[config.mk]
export PLATFORM = sky130hd
export DESIGN_NAME = cache_2way_param_flat
export DESIGN_NICKNAME = d
export VERILOG_FILES = /design/src/rtl/cache_2way_param_if.sv /design/src/rtl/cache_2way_param.sv /design/src/flat_wrapper.sv
export SDC_FILE = /design/constraint.sdc
export NUM_CORES = 1
export LEC_CHECK = 0
export ABC_AREA = 1
export BUFFER_PORTS_ARGS = -buffer_cell sky130_fd_sc_hd__buf_2
export CAP_MARGIN = 20
export CORE_MARGIN = 5
export CORE_UTILIZATION = 40
export CTS_BUF_LIST = sky130_fd_sc_hd__clkbuf_4
export DETAILED_ROUTE_END_ITERATION = 10
export MAX_ROUTING_LAYER = met4
export PLACE_DENSITY = 0.59
export SETUP_SLACK_MARGIN = 0.4
export SYNTH_ARGS = -nofsm -noshare
export SYNTH_HDL_FRONTEND = slang
export SYNTH_SLANG_ARGS = --single-unit
[constraint.sdc]
create_clock -name clock -period 3.03 [get_ports clock]
set_input_delay 0.1515 -clock clock [delete_from_list [all_inputs] [get_ports clock]]
set_output_delay 0.1515 -clock clock [all_outputs]
set_load 0.05 [all_outputs]
[src/rtl/cache_2way_param_if.sv]
// rtl/cache_2way_param_if.sv - CPU request port and RAM port bundle for cache_2way_param
interface cache_2way_param_if #(
    parameter int ADDR_W = 5,
    parameter int DATA_W = 3
);
    logic              cpu_req;
    logic              cpu_we;
    logic [ADDR_W-1:0] cpu_addr;
    logic [DATA_W-1:0] cpu_wdata;
    logic              cpu_ready;
    logic              cpu_done;
    logic              cpu_hit;
    logic [DATA_W-1:0] cpu_rdata;
    logic              mem_req;
    logic              mem_we;
    logic [ADDR_W-1:0] mem_addr;
    logic [DATA_W-1:0] mem_wdata;
    logic [DATA_W-1:0] mem_rdata;
    logic              mem_ack;

    modport slave (
        input  cpu_req, cpu_we, cpu_addr, cpu_wdata, mem_rdata, mem_ack,
        output cpu_ready, cpu_done, cpu_hit, cpu_rdata,
        output mem_req, mem_we, mem_addr, mem_wdata
    );

    modport master (
        output cpu_req, cpu_we, cpu_addr, cpu_wdata, mem_rdata, mem_ack,
        input  cpu_ready, cpu_done, cpu_hit, cpu_rdata,
        input  mem_req, mem_we, mem_addr, mem_wdata
    );
endinterface

[src/rtl/cache_2way_param.sv]
// rtl/cache_2way_param.sv - two-way set-associative write-back cache with per-set LRU
// Optional CACHE_STATS_EN adds saturating hit/miss/writeback counters.
module cache_2way_param #(
    parameter int ADDR_W = 5,
    parameter int DATA_W = 3,
    parameter int IDX_W  = 2
) (
    input  logic               clock,
    input  logic               reset,
    cache_2way_param_if.slave  bus,
    output logic [2:0]         state
`ifdef CACHE_STATS_EN
    ,
    output logic [15:0]        hit_cnt,
    output logic [15:0]        miss_cnt,
    output logic [15:0]        wb_cnt
`endif
);
    localparam int TAG_W = ADDR_W - IDX_W;
    localparam int SETS  = 1 << IDX_W;

    generate
        if (ADDR_W <= IDX_W) begin : g_bad_params
            $error("cache_2way_param: ADDR_W must exceed IDX_W");
        end
    endgenerate

    typedef enum logic [2:0] {
        IDLE = 3'd0,
        WB   = 3'd1,
        FILL = 3'd2,
        RESP = 3'd3
    } state_t;

    state_t state_q, state_d;

    logic [1:0][SETS-1:0] valid, dirty;
    logic [SETS-1:0]      lru;
    logic [TAG_W-1:0]     tag_mem  [2][SETS];
    logic [DATA_W-1:0]    data_mem [2][SETS];

    logic              req_we, req_hit, vic_way;
    logic [ADDR_W-1:0] req_addr;
    logic [DATA_W-1:0] req_wdata, rdata_q;

    logic [IDX_W-1:0] idx_in, l_idx;
    logic [TAG_W-1:0] tag_in, l_tag;
    logic             hit0, hit1, lk_hit, hit_way, miss_way, miss_dirty;

    assign idx_in = bus.cpu_addr[IDX_W-1:0];
    assign tag_in = bus.cpu_addr[ADDR_W-1:IDX_W];
    assign l_idx  = req_addr[IDX_W-1:0];
    assign l_tag  = req_addr[ADDR_W-1:IDX_W];

    assign hit0    = valid[0][idx_in] && (tag_mem[0][idx_in] == tag_in);
    assign hit1    = valid[1][idx_in] && (tag_mem[1][idx_in] == tag_in);
    assign lk_hit  = hit0 || hit1;
    assign hit_way = hit1;
    // Fill an empty way before evicting anything; way0 wins when both are empty.
    assign miss_way   = !valid[0][idx_in] ? 1'b0 :
                        !valid[1][idx_in] ? 1'b1 : lru[idx_in];
    assign miss_dirty = valid[miss_way][idx_in] && dirty[miss_way][idx_in];

    logic              wr_en, wr_way, wr_dirty;
    logic [IDX_W-1:0]  wr_idx;
    logic [TAG_W-1:0]  wr_tag;
    logic [DATA_W-1:0] wr_data;
    logic              ready_c, done_c, hit_c, mreq_c, mwe_c;
    logic [ADDR_W-1:0] maddr_c;
    logic [DATA_W-1:0] mwdata_c;

    always_ff @(posedge clock or posedge reset) begin
        if (reset) state_q <= IDLE;
        else       state_q <= state_d;
    end

    always_comb begin
        state_d  = state_q;
        wr_en    = 1'b0;
        wr_way   = 1'b0;
        wr_dirty = 1'b0;
        wr_idx   = idx_in;
        wr_tag   = tag_in;
        wr_data  = bus.cpu_wdata;
        ready_c  = 1'b0;
        done_c   = 1'b0;
        hit_c    = 1'b0;
        mreq_c   = 1'b0;
        mwe_c    = 1'b0;
        maddr_c  = '0;
        mwdata_c = '0;
        case (state_q)
            IDLE: begin
                ready_c = 1'b1;
                if (bus.cpu_req) begin
                    if (lk_hit) begin
                        state_d = RESP;
                        if (bus.cpu_we) begin
                            wr_en    = 1'b1;
                            wr_way   = hit_way;
                            wr_dirty = 1'b1;
                        end
                    end else if (miss_dirty) begin
                        state_d = WB;
                    end else if (bus.cpu_we) begin
                        // One word is the whole line, so a write miss never fetches.
                        state_d  = RESP;
                        wr_en    = 1'b1;
                        wr_way   = miss_way;
                        wr_dirty = 1'b1;
                    end else begin
                        state_d = FILL;
                    end
                end
            end
            WB: begin
                mreq_c   = 1'b1;
                mwe_c    = 1'b1;
                maddr_c  = {tag_mem[vic_way][l_idx], l_idx};
                mwdata_c = data_mem[vic_way][l_idx];
                if (bus.mem_ack) begin
                    if (req_we) begin
                        state_d  = RESP;
                        wr_en    = 1'b1;
                        wr_way   = vic_way;
                        wr_idx   = l_idx;
                        wr_tag   = l_tag;
                        wr_data  = req_wdata;
                        wr_dirty = 1'b1;
                    end else begin
                        state_d = FILL;
                    end
                end
            end
            FILL: begin
                mreq_c  = 1'b1;
                maddr_c = req_addr;
                if (bus.mem_ack) begin
                    state_d = RESP;
                    wr_en   = 1'b1;
                    wr_way  = vic_way;
                    wr_idx  = l_idx;
                    wr_tag  = l_tag;
                    wr_data = bus.mem_rdata;
                end
            end
            RESP: begin
                done_c  = 1'b1;
                hit_c   = req_hit;
                state_d = IDLE;
            end
            default: state_d = IDLE;
        endcase
    end

    always_ff @(posedge clock or posedge reset) begin
        if (reset) begin
            valid     <= '0;
            dirty     <= '0;
            lru       <= '0;
            req_we    <= 1'b0;
            req_hit   <= 1'b0;
            vic_way   <= 1'b0;
            req_addr  <= '0;
            req_wdata <= '0;
            rdata_q   <= '0;
        end else begin
            if (state_q == IDLE && bus.cpu_req) begin
                req_we      <= bus.cpu_we;
                req_addr    <= bus.cpu_addr;
                req_wdata   <= bus.cpu_wdata;
                req_hit     <= lk_hit;
                vic_way     <= lk_hit ? hit_way : miss_way;
                lru[idx_in] <= lk_hit ? ~hit_way : ~miss_way;
                if (lk_hit && !bus.cpu_we)
                    rdata_q <= data_mem[hit_way][idx_in];
            end
            if (state_q == WB && bus.mem_ack && !req_we)
                dirty[vic_way][l_idx] <= 1'b0;
            if (state_q == FILL && bus.mem_ack)
                rdata_q <= bus.mem_rdata;
            if (wr_en) begin
                valid[wr_way][wr_idx] <= 1'b1;
                dirty[wr_way][wr_idx] <= wr_dirty;
            end
        end
    end

    always_ff @(posedge clock) begin
        if (wr_en) begin
            tag_mem[wr_way][wr_idx]  <= wr_tag;
            data_mem[wr_way][wr_idx] <= wr_data;
        end
    end

    assign bus.cpu_ready = ready_c;
    assign bus.cpu_done  = done_c;
    assign bus.cpu_hit   = hit_c;
    assign bus.cpu_rdata = rdata_q;
    assign bus.mem_req   = mreq_c;
    assign bus.mem_we    = mwe_c;
    assign bus.mem_addr  = maddr_c;
    assign bus.mem_wdata = mwdata_c;
    assign state         = state_q;

`ifdef CACHE_STATS_EN
    always_ff @(posedge clock or posedge reset) begin
        if (reset) begin
            hit_cnt  <= '0;
            miss_cnt <= '0;
            wb_cnt   <= '0;
        end else begin
            if (state_q == RESP && req_hit && hit_cnt != 16'hFFFF)
                hit_cnt <= hit_cnt + 16'd1;
            if (state_q == RESP && !req_hit && miss_cnt != 16'hFFFF)
                miss_cnt <= miss_cnt + 16'd1;
            if (state_q == WB && bus.mem_ack && wb_cnt != 16'hFFFF)
                wb_cnt <= wb_cnt + 16'd1;
        end
    end
`endif
endmodule
[src/flat_wrapper.sv]
// flat-port wrapper written by rule: the top's interface ports become plain ports
module cache_2way_param_flat 
#(
    parameter int ADDR_W = 5,
    parameter int DATA_W = 3,
    parameter int IDX_W  = 2
)
  (clock, reset, state, bus_cpu_req, bus_cpu_we, bus_cpu_addr, bus_cpu_wdata, bus_mem_rdata, bus_mem_ack, bus_cpu_ready, bus_cpu_done, bus_cpu_hit, bus_cpu_rdata, bus_mem_req, bus_mem_we, bus_mem_addr, bus_mem_wdata);
  cache_2way_param_if #(.ADDR_W(ADDR_W), .DATA_W(DATA_W)) bus_i ();
  input  logic clock;
  input  logic reset;
  output logic [2:0] state;
  input wire logic [$bits(bus_i.cpu_req)-1:0] bus_cpu_req;
  input wire logic [$bits(bus_i.cpu_we)-1:0] bus_cpu_we;
  input wire logic [$bits(bus_i.cpu_addr)-1:0] bus_cpu_addr;
  input wire logic [$bits(bus_i.cpu_wdata)-1:0] bus_cpu_wdata;
  input wire logic [$bits(bus_i.mem_rdata)-1:0] bus_mem_rdata;
  input wire logic [$bits(bus_i.mem_ack)-1:0] bus_mem_ack;
  output wire logic [$bits(bus_i.cpu_ready)-1:0] bus_cpu_ready;
  output wire logic [$bits(bus_i.cpu_done)-1:0] bus_cpu_done;
  output wire logic [$bits(bus_i.cpu_hit)-1:0] bus_cpu_hit;
  output wire logic [$bits(bus_i.cpu_rdata)-1:0] bus_cpu_rdata;
  output wire logic [$bits(bus_i.mem_req)-1:0] bus_mem_req;
  output wire logic [$bits(bus_i.mem_we)-1:0] bus_mem_we;
  output wire logic [$bits(bus_i.mem_addr)-1:0] bus_mem_addr;
  output wire logic [$bits(bus_i.mem_wdata)-1:0] bus_mem_wdata;
  assign bus_i.cpu_req = bus_cpu_req;
  assign bus_i.cpu_we = bus_cpu_we;
  assign bus_i.cpu_addr = bus_cpu_addr;
  assign bus_i.cpu_wdata = bus_cpu_wdata;
  assign bus_i.mem_rdata = bus_mem_rdata;
  assign bus_i.mem_ack = bus_mem_ack;
  assign bus_cpu_ready = bus_i.cpu_ready;
  assign bus_cpu_done = bus_i.cpu_done;
  assign bus_cpu_hit = bus_i.cpu_hit;
  assign bus_cpu_rdata = bus_i.cpu_rdata;
  assign bus_mem_req = bus_i.mem_req;
  assign bus_mem_we = bus_i.mem_we;
  assign bus_mem_addr = bus_i.mem_addr;
  assign bus_mem_wdata = bus_i.mem_wdata;
  cache_2way_param #(.ADDR_W(ADDR_W), .DATA_W(DATA_W), .IDX_W(IDX_W)) u_core (.clock(clock), .reset(reset), .bus(bus_i), .state(state));
endmodule
Word level (Yosys, flattened, before mapping)
Memory sizes are Yosys's and may differ from the RTL's.
Cells that the tools add are included.
{ "totals": {"wordCells": 167, "ramBits": 48, "inputBits": 16, "register_bits": 37, "memories": 2, "out_inout_bits": 19} }
{ "mem_list": {"columns": ["memory", "depth", "width", "read_ports", "rd_ports_with_merged_regs", "write_ports", "line", "source"], "rows": [
  ["u_core.data_mem", 2, 12, 2, 0, 1, "cache_2way_param.sv:40", "logic [DATA_W-1:0] data_mem [2][SETS];"],
  ["u_core.tag_mem", 2, 12, 3, 0, 1, "cache_2way_param.sv:39", "logic [TAG_W-1:0] tag_mem [2][SETS];"]
]} }
{ "op_classes": {"muxes": 99, "bitwise": 8, "n_reduce_logical": 23, "magnitude_cmp": 15, "eq_ne": 8} }
{ "ops": {"columns": ["operator", "count"], "rows": [
  ["two-way mux 3 bit", 26],
  ["two-way mux 1 bit", 35],
  ["binary-select mux 3 bit (select 2 bit)", 5],
  ["two-way mux 4 bit", 6],
  ["two-way mux 8 bit", 2],
  ["logical AND 1 bit", 14],
  ["two-way mux 12 bit", 1],
  ["one-hot mux 3 bit (2 select lines)", 2],
  ["binary-select mux 1 bit (select 2 bit)", 5],
  ["one-hot mux 5 bit (2 select lines)", 1],
  ["greater-or-equal comparator 3 bit (second input constant)", 3],
  ["less-than comparator 2 x 3 -> 1 bit (second input constant)", 3],
  ["NOT 2 -> 3 bit", 3],
  ["one-hot mux 3 bit (3 select lines)", 1],
  ["bitwise AND 8 bit", 1],
  ["bitwise mux 8 bit", 1],
  ["demux 4 bit (select 1 bit)", 2],
  ["NOT 8 bit", 1],
  ["bitwise OR 8 bit", 1],
  ["demux 1 bit (select 2 bit)", 3],
  ["demux 3 bit (select 2 bit)", 1],
  ["== test 3 x 2 -> 1 bit (second input constant)", 2],
  ["== test 3 bit", 2],
  ["greater-or-equal comparator 2 x 1 -> 1 bit (second input constant)", 3],
  ["18 further kinds", 29]
]} }

Depth between registers and ports, before layout
Gate-level depths: netlist of the first run.
{ "depth": {"depth_word": 19, "ltp_mapped": 17} }

Worst setup path before layout of the first run
No wires, ideal clock.
{ "synth_path": {"kind": "register to output", "from": "reg u_core.state_q[0] (netlist: u_core.state[0])", "to": "out bus_mem_addr[4]", "t_required_ps": 2878, "arrival_time_ps": 2911, "stages_incl_launch_ff": 6, "setup_slack_ps": -32, "n_path_buf": 1, "path_cell_list": "dfrtp_1 inv_1 ha_1 clkbuf_1 nand2_1 o21ai_0"} }
{ "synth_via": {"elab_chain_cells": 2} }
{ "synth_rtl": {"columns": ["item", "line", "source"], "rows": [
  ["start: declaration", "cache_2way_param.sv:35", "state_t state_q, state_d;"],
  ["start signal: assignment", "cache_2way_param.sv:74", "else state_q <= state_d;"],
  ["== test 3 x 2 -> 1 bit or == test 3 x 1 -> 1 bit (tied branches)", "cache_2way_param.sv:92", "case (state_q)"],
  ["one-hot mux 5 bit (2 select lines) (*)", "cache_2way_param.sv:92", null],
  ["end: declaration", "flat_wrapper.sv:25", "output wire logic [$bits(bus_i.mem_addr)-1:0] bus_mem_addr;"]
]} }
Every way passes the cells marked *; elsewhere a longest branch is shown, timed or not.

Worst setup path after layout of the first run
{ "layout_path": {"from": "reg u_core.state_q[0] (netlist: u_core.state[0])", "to": "mem u_core.tag_mem[0][11] in the netlist's numbering (enable)"} }
{ "layout_via": {"elab_chain_cells": 8} }
{ "layout_rtl": {"columns": ["item", "line", "source"], "rows": [
  ["== test 3 x 2 -> 1 bit or == test 3 x 1 -> 1 bit (tied branches)", "cache_2way_param.sv:92", null],
  ["one-hot mux 2 bit (2 select lines)", "cache_2way_param.sv:92", null],
  ["NOT 2 -> 3 bit (not written as such)", "cache_2way_param.sv:191", "tag_mem[wr_way][wr_idx] <= wr_tag;"],
  ["greater-or-equal comparator 3 bit (not written as such) or less-than comparator 3 x 1 -> 1 bit (tied branches)", "cache_2way_param.sv:191", null],
  ["logical AND 1 bit (not written as such)", "cache_2way_param.sv:191", null],
  ["two-way mux 3 bit (not written as such)", "cache_2way_param.sv:191", null],
  ["demux 3 bit (select 2 bit)", "cache_2way_param.sv:191", null],
  ["two-way mux 12 bit (not written as such)", "cache_2way_param.sv:191", null],
  ["end: declaration", "cache_2way_param.sv:39", null]
]} }
Parallel ways exist; a longest one is shown, timed or not.

==> run_results.csv, run 1 <==
group,metric,value,unit
worst_setup_path,worstRegToRegCells,9,
logic_synthesis,syn_inst,566,
power,cell_int_power,2.73,mW
die,die-height,117,um
clock_network,clk_pin_slew_worst_paths,0.14,ns
global_route,number_of_antenna_violations_at_the_first_check_in_global_routing,0,
drt,detailroute.via_count,4078,
timing,timing_hold_violations_final,0,
worst_setup_path,worstSetupEndpoint,"u_core.tag_mem[0][11]",
global_route,first_pass_grt_wire_length,22.6,mm
worst_setup_path,setup.worst_path.start,"u_core.state[0]",
clock_network,clk_latency,0.47,ns
timing,skew,0.0188,ns
cells_and_area,area.growth.synth_to_final,18.7,%
logic_synthesis,synth_simple_gate_area_share,26.4,%
worst_setup_path,critPathLaunchType,"register",
die,die_area,13600,um^2
power,max-vdd-ir-drop,0.996,mV
cells_and_area,final.fill_count,1120,
status,run_status,"completed",
cells_and_area,drive_above_1_share,18.7,%
die,io_pins,35,
drt,drt_first_pass_iters,7,
worst_setup_path,critical-path-max-stage-delay,0.44,ns
logic_synthesis,synthesis.yosys.warnings,0,
global_route,tot_gr_track_use,23.5,%
worst_setup_path,worst_r2r_endpoint,"u_core.tag_mem[0][11]",
clock_network,tritoncts_clock_tree,"yes",
worst_setup_path,crit-reg2reg-launch,"u_core.state[0]",
logic_synthesis,muxShareOfSynthArea,0,%
timing,finalMaxSlewViolations,0,
global_route,grt_remaining_overflow,0,
timing,finalSetupTns,0,ns
power,leakage,2.53,nW
run,timing.max_cap.violations,0,
global_route,grt_pass1_vias,4042,
worst_setup_path,arrival,2.67,ns
logic_synthesis,yosys_register_bits,84,
worst_setup_path,largest_delay_share_family_worst_path,"compound AO/OA/AOI/OAI gates",
power,power.total,5.25,mW
clock_network,clk_root_buffer_cell,"sky130_fd_sc_hd__clkbuf_4",
logic_synthesis,yosys.area_share.xor_xnor,0,%
power,comb_power_share,51.4,%
clock_network,clkSinkCount,84,
timing,slew_headroom,60.1,%
placed_design,numPortBuffers,33,
worst_setup_path,critical_path_class,"register to register",
timing,finalSetupViolCount,0,
worst_setup_path,path_max_fanout,13,
drt,vias_per_cell,5.23,
worst_setup_path,timing.critical_path.mode_cell,"sky130_fd_sc_hd__inv_1",
drt,finalWirelength,14.8,mm
placed_design,dp_hpwl,11.1,mm
hold_path,worstHoldPathType,"input pin to register",
worst_setup_path,rrSetupSlack,0.54,ns
power,power.switching,2.52,mW
worst_setup_path,end_kind,"register",
worst_setup_path,worstPathRequired,3.21,ns
timing,final_worst_path_period_share,82.1,%
drt,antenna_left,0,
die,floorplan.initialDensity,40.4,%
cells_and_area,final_nets,651,
cells_and_area,antenna-diode-count,0,
power,power_frac_seq,35.3,%
placed_design,finalWeightedCongestion,0.933,
timing,grt_setup_unrepaired,"yes",
die,core-area,11300,um^2
clock_network,maximum_clock_insertion_buffer_count,2,
timing,tightest_slew,0.598,ns
worst_setup_path,worst-path-stages,9,
power,switching_share,48.0,%
drt,detail_route.iter0.violations,284,
drt,wl_per_cell,19.0,um
timing,whs,0.0498,ns
power,pwr-share-clk,13.3,%
logic_synthesis,syn-num-nets,586,
logic_synthesis,yosys.cell_types.count,34,
logic_synthesis,synth_compound_area_share,12.1,%
logic_synthesis,yosysSeqAreaShare,51.4,%
logic_synthesis,synthAdderAreaFrac,1.10,%
timing,maxClockFrequency,402,MHz
timing,period_needed,2.49,ns
worst_setup_path,worst_path_max_delay_cell,"sky130_fd_sc_hd__dfrtp_2",
die,std_cell_rows,39,
power,cell_pwr_density,970,nW/um^2
drt,detail_route.drc_violations,0,
logic_synthesis,post_synthesis_cell_area,4560,um^2
logic_synthesis,synth_top_family_by_area,"simple AND/OR/NAND/NOR gates",
logic_synthesis,syn-mean-instance-area,8.06,um^2
global_route,grt_start_max_net_pins,26,
worst_setup_path,path_cells,"inv_1, ha_4, inv_1, a211oi_4, o22ai_2, nor2_1, nand3_1, nor2_2, buf_12",
die,die_w,117,um
clock_network,clock_tree.htree_level_count,3,
clock_network,cts_made_buffers,9,
worst_setup_path,critical_path.n_buffers_inverters,3,
[logic make-up after synthesis]
kind of cell / Yosys count
adder cells (fa/ha/maj): 4
AO/OA/AOI/OAI: 95
other: 1
AND/OR/NAND/NOR: 279
buffers and inverters: 103
flip-flops: 84
[layout make-up]
type	instances	area, um^2	area share (%)
multi-input combinational	379	1910	35.4
clock buffer	9	67.6	1.25
sequential	84	2350	43.4
timing repair buffer	69	490	9.07
tap	143	179	3.31
inverter	88	330	6.11
clock inverter	7	81.3	1.50
[worst min-delay path, delay by kind of cell]
kind            cells  cell delay [ns]
buf+inv             2             0.17
compound gates      2             0.16
[cell usage after synthesis (all sizes together)]
| library cell | number | area share, % |
|---|---|---|
| a41oi | 1 | 0.19 |
| ha | 4 | 1.1 |
| a21oi | 19 | 2.1 |
| dfrtp | 36 | 20 |
| nand2 | 155 | 13 |
| nand4 | 3 | 0.41 |
| edfxtp | 48 | 32 |
| clkbuf | 5 | 0.41 |
| nor2 | 60 | 5.2 |
| o2111ai | 2 | 0.38 |
| a31oi | 1 | 0.14 |
| a21boi | 1 | 0.16 |
| a221oi | 7 | 1.3 |
| o2bb2ai | 1 | 0.19 |
| o211ai | 1 | 0.16 |
| o21bai | 1 | 0.16 |
| nand3b | 5 | 0.82 |
| o21a | 3 | 0.49 |
| nand3 | 45 | 5.5 |
| o22ai | 10 | 1.4 |
| nor3 | 7 | 0.77 |
| inv | 88 | 7.2 |
| conb | 1 | 0.082 |
| or2 | 4 | 0.55 |
| o21ai | 47 | 5.2 |
| a211oi | 1 | 0.27 |
| buf | 10 | 1.3 |
[sequential cells by signal, summed over array words and instances, names as in the netlist, 3 cells and up]
signal and flops:
u_core.tag_mem 24, u_core.req_addr 5, u_core.valid 8, u_core.lru 4, u_core.data_mem 24, u_core.bus.cpu_rdata 3
u_core.req_wdata 3, u_core.dirty 8
[metrics by stage]
| step | setup WS [ns] | std cells | util, % | instance area, um^2 |
|---|---|---|---|---|
| after detailed placement | 0.251 | 755 | 45.4 | 5110 |
| after CTS | 0.390 | 777 | 47.4 | 5350 |
| after floorplan | 0.427 | 566 | - | 4600 |
| after global placement | 0.316 | 755 | 45.4 | 5110 |
| final | 0.544 | 779 | 48.0 | 5410 |
| after global routing | 0.331 | 779 | 48.0 | 5410 |
[layer usage]
layer	up-vias	part of all wire (%)	GRT usage, %	wire length (um)
met5	-	0	-	0
met4	0	3.5	11.5	521
met3	37	5.5	3.58	811
met2	126	45	35.2	6720
met1	1935	46	31.1	6760
li1	1980	-	-	-
[cell usage in the layout (no fill, tap or decap), types with 6 or more instances in the layout]
cell type,netlist,final
sky130_fd_sc_hd__o21ai_0,44,42
sky130_fd_sc_hd__clkbuf_4,0,11
sky130_fd_sc_hd__nor3_1,7,7
sky130_fd_sc_hd__nand3_1,40,35
sky130_fd_sc_hd__buf_2,7,31
sky130_fd_sc_hd__a221oi_1,7,7
sky130_fd_sc_hd__edfxtp_1,48,48
sky130_fd_sc_hd__o22ai_1,10,8
sky130_fd_sc_hd__dfrtp_1,36,31
sky130_fd_sc_hd__nand3_2,5,9
sky130_fd_sc_hd__nand2_1,150,149
sky130_fd_sc_hd__nor2_1,55,54
sky130_fd_sc_hd__inv_1,85,82
sky130_fd_sc_hd__buf_4,3,28
sky130_fd_sc_hd__inv_2,3,6
sky130_fd_sc_hd__a21oi_1,19,19
[worst min path at each step]
stage	from	cells past startpoint	to	slack, ns
5_1_grt	bus_mem_rdata[2]	5	u_core.bus.cpu_rdata[2]	0.06
4_1_cts	bus_cpu_req	4	u_core.state[1]	0.02
6_report	bus_cpu_req	4	u_core.state[1]	0.05
2_1_floorplan	bus_cpu_addr[3]	2	u_core.req_addr[3]	0.31
3_5_place_dp	reset	2	u_core.bus.cpu_rdata[1]	0.26
3_3_place_gp	reset	2	u_core.bus.cpu_rdata[1]	0.23
[power by group through the flow]
stage                     clock network, mW  registers, mW  logic, mW
final                                 0.696           1.86       2.70
after global routing                  0.757           1.89       2.93
after CTS                             0.708           1.84       2.62
after detailed placement                  0           1.87       2.55
after global placement                    0           1.86       2.52
after floorplan                           0           1.90       1.63
[timing repair]
| action | CTS | global route |
|---|---|---|
| buffers inserted | 1 | 2 |
| resized for setup | 6 | 16 |
| cloned | 0 | 0 |
| hold buffers | 5 | 0 |
| pin swaps | 2 | 3 |
| hold endpoints to repair | 16 | 0 |
| endpoints found under the setup margin | 53 | 47 |
(Power assumes the default switching activity.)
==> run 2: changes to the inputs <==
--- a/config.mk
+++ b/config.mk
@@ -13,7 +13,7 @@
 export CTS_BUF_LIST = sky130_fd_sc_hd__clkbuf_4
 export DETAILED_ROUTE_END_ITERATION = 10
 export MAX_ROUTING_LAYER = met4
-export PLACE_DENSITY = 0.59
+export PLACE_DENSITY = 0.61
 export SETUP_SLACK_MARGIN = 0.4
 export SYNTH_ARGS = -nofsm -noshare
 export SYNTH_HDL_FRONTEND = slang
==> constraint.sdc (replaced) <==
create_clock -name clock -period 2.1 [get_ports clock]
set_input_delay 0.105 -clock clock [delete_from_list [all_inputs] [get_ports clock]]
set_output_delay 0.105 -clock clock [all_outputs]
set_load 0.05 [all_outputs]
==> run 2 against run 1 <==
Net effect:
- the flow now finishes with violations (setup timing)
- critical path depth down 1
- via count up 13%
- design area is 30% higher
- wire length grew 8.7%
- worst hold slack worse by 0.031 ns
- clock skew fell by 0.00084 ns
- utilization rose by 15 points
- global-route usage is 1.4 points higher
- total power increased by 96%
- non-clock buffer count grew 93
- die area did not move
- combinational power up 150%
- critical endpoint is now bus_mem_addr[3]
==> run_results.csv, run 2 (synthesized netlist as in run 1, its figures left out) <==
group,metric,value,unit
status,run_status,"finished with violations",
status,failing_checks,"setup timing",
die,core-area,11300,um^2
placed_design,placedCellCount,805,
die,io_pins,35,
timing,timing_hold_violations_final,0,
global_route,grt_pass1_vias,4485,
worst_setup_path,critical_path_class,"register to output pin",
drt,drt_first_pass_iters,5,
drt,vias_per_cell,5.29,
drt,detailroute.via_count,4613,
timing,skew,0.0179,ns
cells_and_area,final.fill_count,912,
die,std_cell_rows,39,
worst_setup_path,path_max_fanout,7,
timing,fin_ws,-0.169,ns
cells_and_area,multi_input_area,2550,um^2
cells_and_area,finalCoreUtilization,62.6,%
worst_setup_path,crit-reg2reg-launch,"u_core.state[0]",
clock_network,cts_made_buffers,9,
drt,antenna_left,0,
clock_network,clkSinkCount,84,
cells_and_area,area.growth.synth_to_final,54.7,%
power,cell_int_power,5.51,mW
worst_setup_path,rrSetupSlack,-0.16,ns
cells_and_area,commonest_non_fill_non_tap_cell_in_the_layout,"sky130_fd_sc_hd__nand2_1",
worst_setup_path,arrival,2.16,ns
power,power.switching,4.78,mW
timing,period_needed,2.27,ns
worst_setup_path,worstRegToRegCells,9,
placed_design,finalWeightedCongestion,1.02,
power,switching_share,46.5,%
drt,detail_route.iter0.violations,403,
drt,detail_route.drc_violations,0,
clock_network,clock_tree.htree_level_count,3,
global_route,first_pass_grt_wire_length,24.6,mm
timing,slew_headroom,65.6,%
die,die_area,13600,um^2
cells_and_area,final-instance-count-excl-fill,872,
hold_path,timing.hold.worst_path_depth,5,
timing,final_worst_path_period_share,108,%
power,cell_pwr_density,1460,nW/um^2
cells_and_area,final_nets,744,
die,die-height,117,um
global_route,tot_gr_track_use,24.8,%
worst_setup_path,worstPathRequired,2.00,ns
clock_network,maximum_clock_insertion_buffer_count,2,
hold_path,hold_end,"u_core.bus.cpu_rdata[1]",
drt,finalWirelength,16.1,mm
timing,finalSetupViolCount,42,
die,floorplan.initialDensity,40.4,%
cells_and_area,drive_above_1_share,42.8,%
clock_network,clk_pin_slew_worst_paths,0.15,ns
placed_design,dp_hpwl,11.2,mm
power,power.total,10.3,mW
hold_path,worstHoldPathType,"input pin to register",
power,power_frac_seq,26.4,%
die,die_w,117,um
global_route,number_of_antenna_violations_at_the_first_check_in_global_routing,0,
placed_design,numPortBuffers,33,
power,pwr-share-clk,8.4,%
cells_and_area,commonest_cells_after_routing_fill_and_taps_aside,"130 x sky130_fd_sc_hd__nand2_1, 74 x sky130_fd_sc_hd__buf_4, 67 x sky130_fd_sc_hd__inv_1, 50 x sky130_fd_sc_hd__buf_6, 48 x sky130_fd_sc_hd__edfxtp_1",
drt,wl_per_cell,18.5,um
global_route,grt_remaining_overflow,0,
hold_path,min_from,"bus_mem_rdata[1]",
worst_setup_path,critPathLaunchType,"register",
cells_and_area,ff_latch_area,2350,um^2
timing,grt_setup_unrepaired,"yes",
power,comb_power_share,65.1,%
clock_network,tritoncts_clock_tree,"yes",
cells_and_area,antenna-diode-count,0,
timing,tightest_slew,0.517,ns
worst_setup_path,worst_r2r_endpoint,"u_core.data_mem[0][8]",
clock_network,clk_root_buffer_cell,"sky130_fd_sc_hd__clkbuf_4",
cells_and_area,top_regs,"u_core.data_mem x24, u_core.tag_mem x24",
timing,maxClockFrequency,441,MHz
timing,finalMaxSlewViolations,0,
power,leakage,3.15,nW
clock_network,clk_latency,0.45,ns
global_route,grt_start_max_net_pins,37,
worst_setup_path,end_kind,"output pin",
power,max-vdd-ir-drop,1.21,mV
run,timing.max_cap.violations,0,
-- run 2: changes by cell type in the layout (fill, tap and decap cells not counted), moves of 13 or more --
cell | before | now
sky130_fd_sc_hd__buf_6 | 0 | 50
sky130_fd_sc_hd__buf_4 | 28 | 74
sky130_fd_sc_hd__o21ai_0 | 42 | 15
sky130_fd_sc_hd__nand2_1 | 149 | 130
sky130_fd_sc_hd__inv_1 | 82 | 67
sky130_fd_sc_hd__nor2_1 | 54 | 40
sky130_fd_sc_hd__nand2_2 | 5 | 18
sky130_fd_sc_hd__o21ai_1 | 5 | 18
-- run 2: worst max-delay path by stage --
stage / startpoint / to / slack (ns) / cells past startpoint
finish: u_core.req_addr[1] / bus_mem_addr[3] / -0.17 / 8
global route: u_core.vic_way / bus_mem_addr[3] / -0.24 / 9
CTS: u_core.req_addr[0] / bus_mem_addr[3] / -0.15 / 8
detailed placement: bus_cpu_addr[0] / u_core.tag_mem[0][1] / -0.30 / 15
global placement: bus_cpu_addr[0] / u_core.data_mem[0][0] / -0.22 / 14
floorplan: u_core.state[1] / u_core.data_mem[0][6] / -0.24 / 11
-- run 2: power groups by stage --
stage,combinational [mW],clock (mW),sequential (mW)
2_1_floorplan,2.69,0,2.75
3_3_place_gp,4.37,0,2.66
3_5_place_dp,4.43,0,2.67
4_1_cts,5.97,0.889,2.68
5_1_grt,7.13,0.949,2.77
6_report,6.70,0.869,2.72
-- run 2: metal layers --
| layer | vias up | GRT usage (%) | wire (um) |
|---|---|---|---|
| met4 | 0 | 9.40 | 469 |
| met1 | 2207 | 33.1 | 6750 |
| met2 | 182 | 38.8 | 7850 |
| li1 | 2180 | - | - |
| met5 | - | - | 0 |
| met3 | 44 | 3.26 | 1040 |
-- run 2: final cells by class --
| cell class | count | share of cell area, % |
|---|---|---|
| multi-input combinational | 379 | 36.1 |
| sequential | 84 | 33.3 |
| timing repair buffer | 162 | 21.0 |
| inverter | 88 | 5.36 |
| tap | 143 | 2.54 |
| clock buffer | 9 | 0.958 |
| clock inverter | 7 | 0.745 |
-- run 2: worst max-delay path: stages (launching register included) --
cell	delay, ns
sky130_fd_sc_hd__dfrtp_2	0.54
sky130_fd_sc_hd__inv_4	0.12
sky130_fd_sc_hd__nor3_4	0.05
sky130_fd_sc_hd__buf_6	0.13
sky130_fd_sc_hd__a221oi_2	0.26
sky130_fd_sc_hd__nand4_1	0.25
sky130_fd_sc_hd__nand2_1	0.14
sky130_fd_sc_hd__a21oi_2	0.06
sky130_fd_sc_hd__buf_6	0.15
-- run 2: per-stage QoR --
stage          cell area [um^2]  setup TNS [ns]  setup slack [ns]  hold slack, ns
6_report                   7050           -3.70            -0.169          0.0193
5_1_grt                    7050          -10.72            -0.238          0.0625
4_1_cts                    6700           -2.25            -0.146          0.0105
3_5_place_dp               5630          -10.71            -0.300           0.259
3_3_place_gp               5630           -6.27            -0.215           0.253
2_1_floorplan              4760          -10.12            -0.242           0.266
-- run 2: timing repair --
item                                   in CTS  in global routing
gates resized for setup                   182                 70
setup buffers                              33                 11
gates cloned                                1                  0
hold buffers                                6                  0
setup endpoints to repair                 131                133
endpoints found under the hold margin      42                  0
pin swaps                                  48                 38
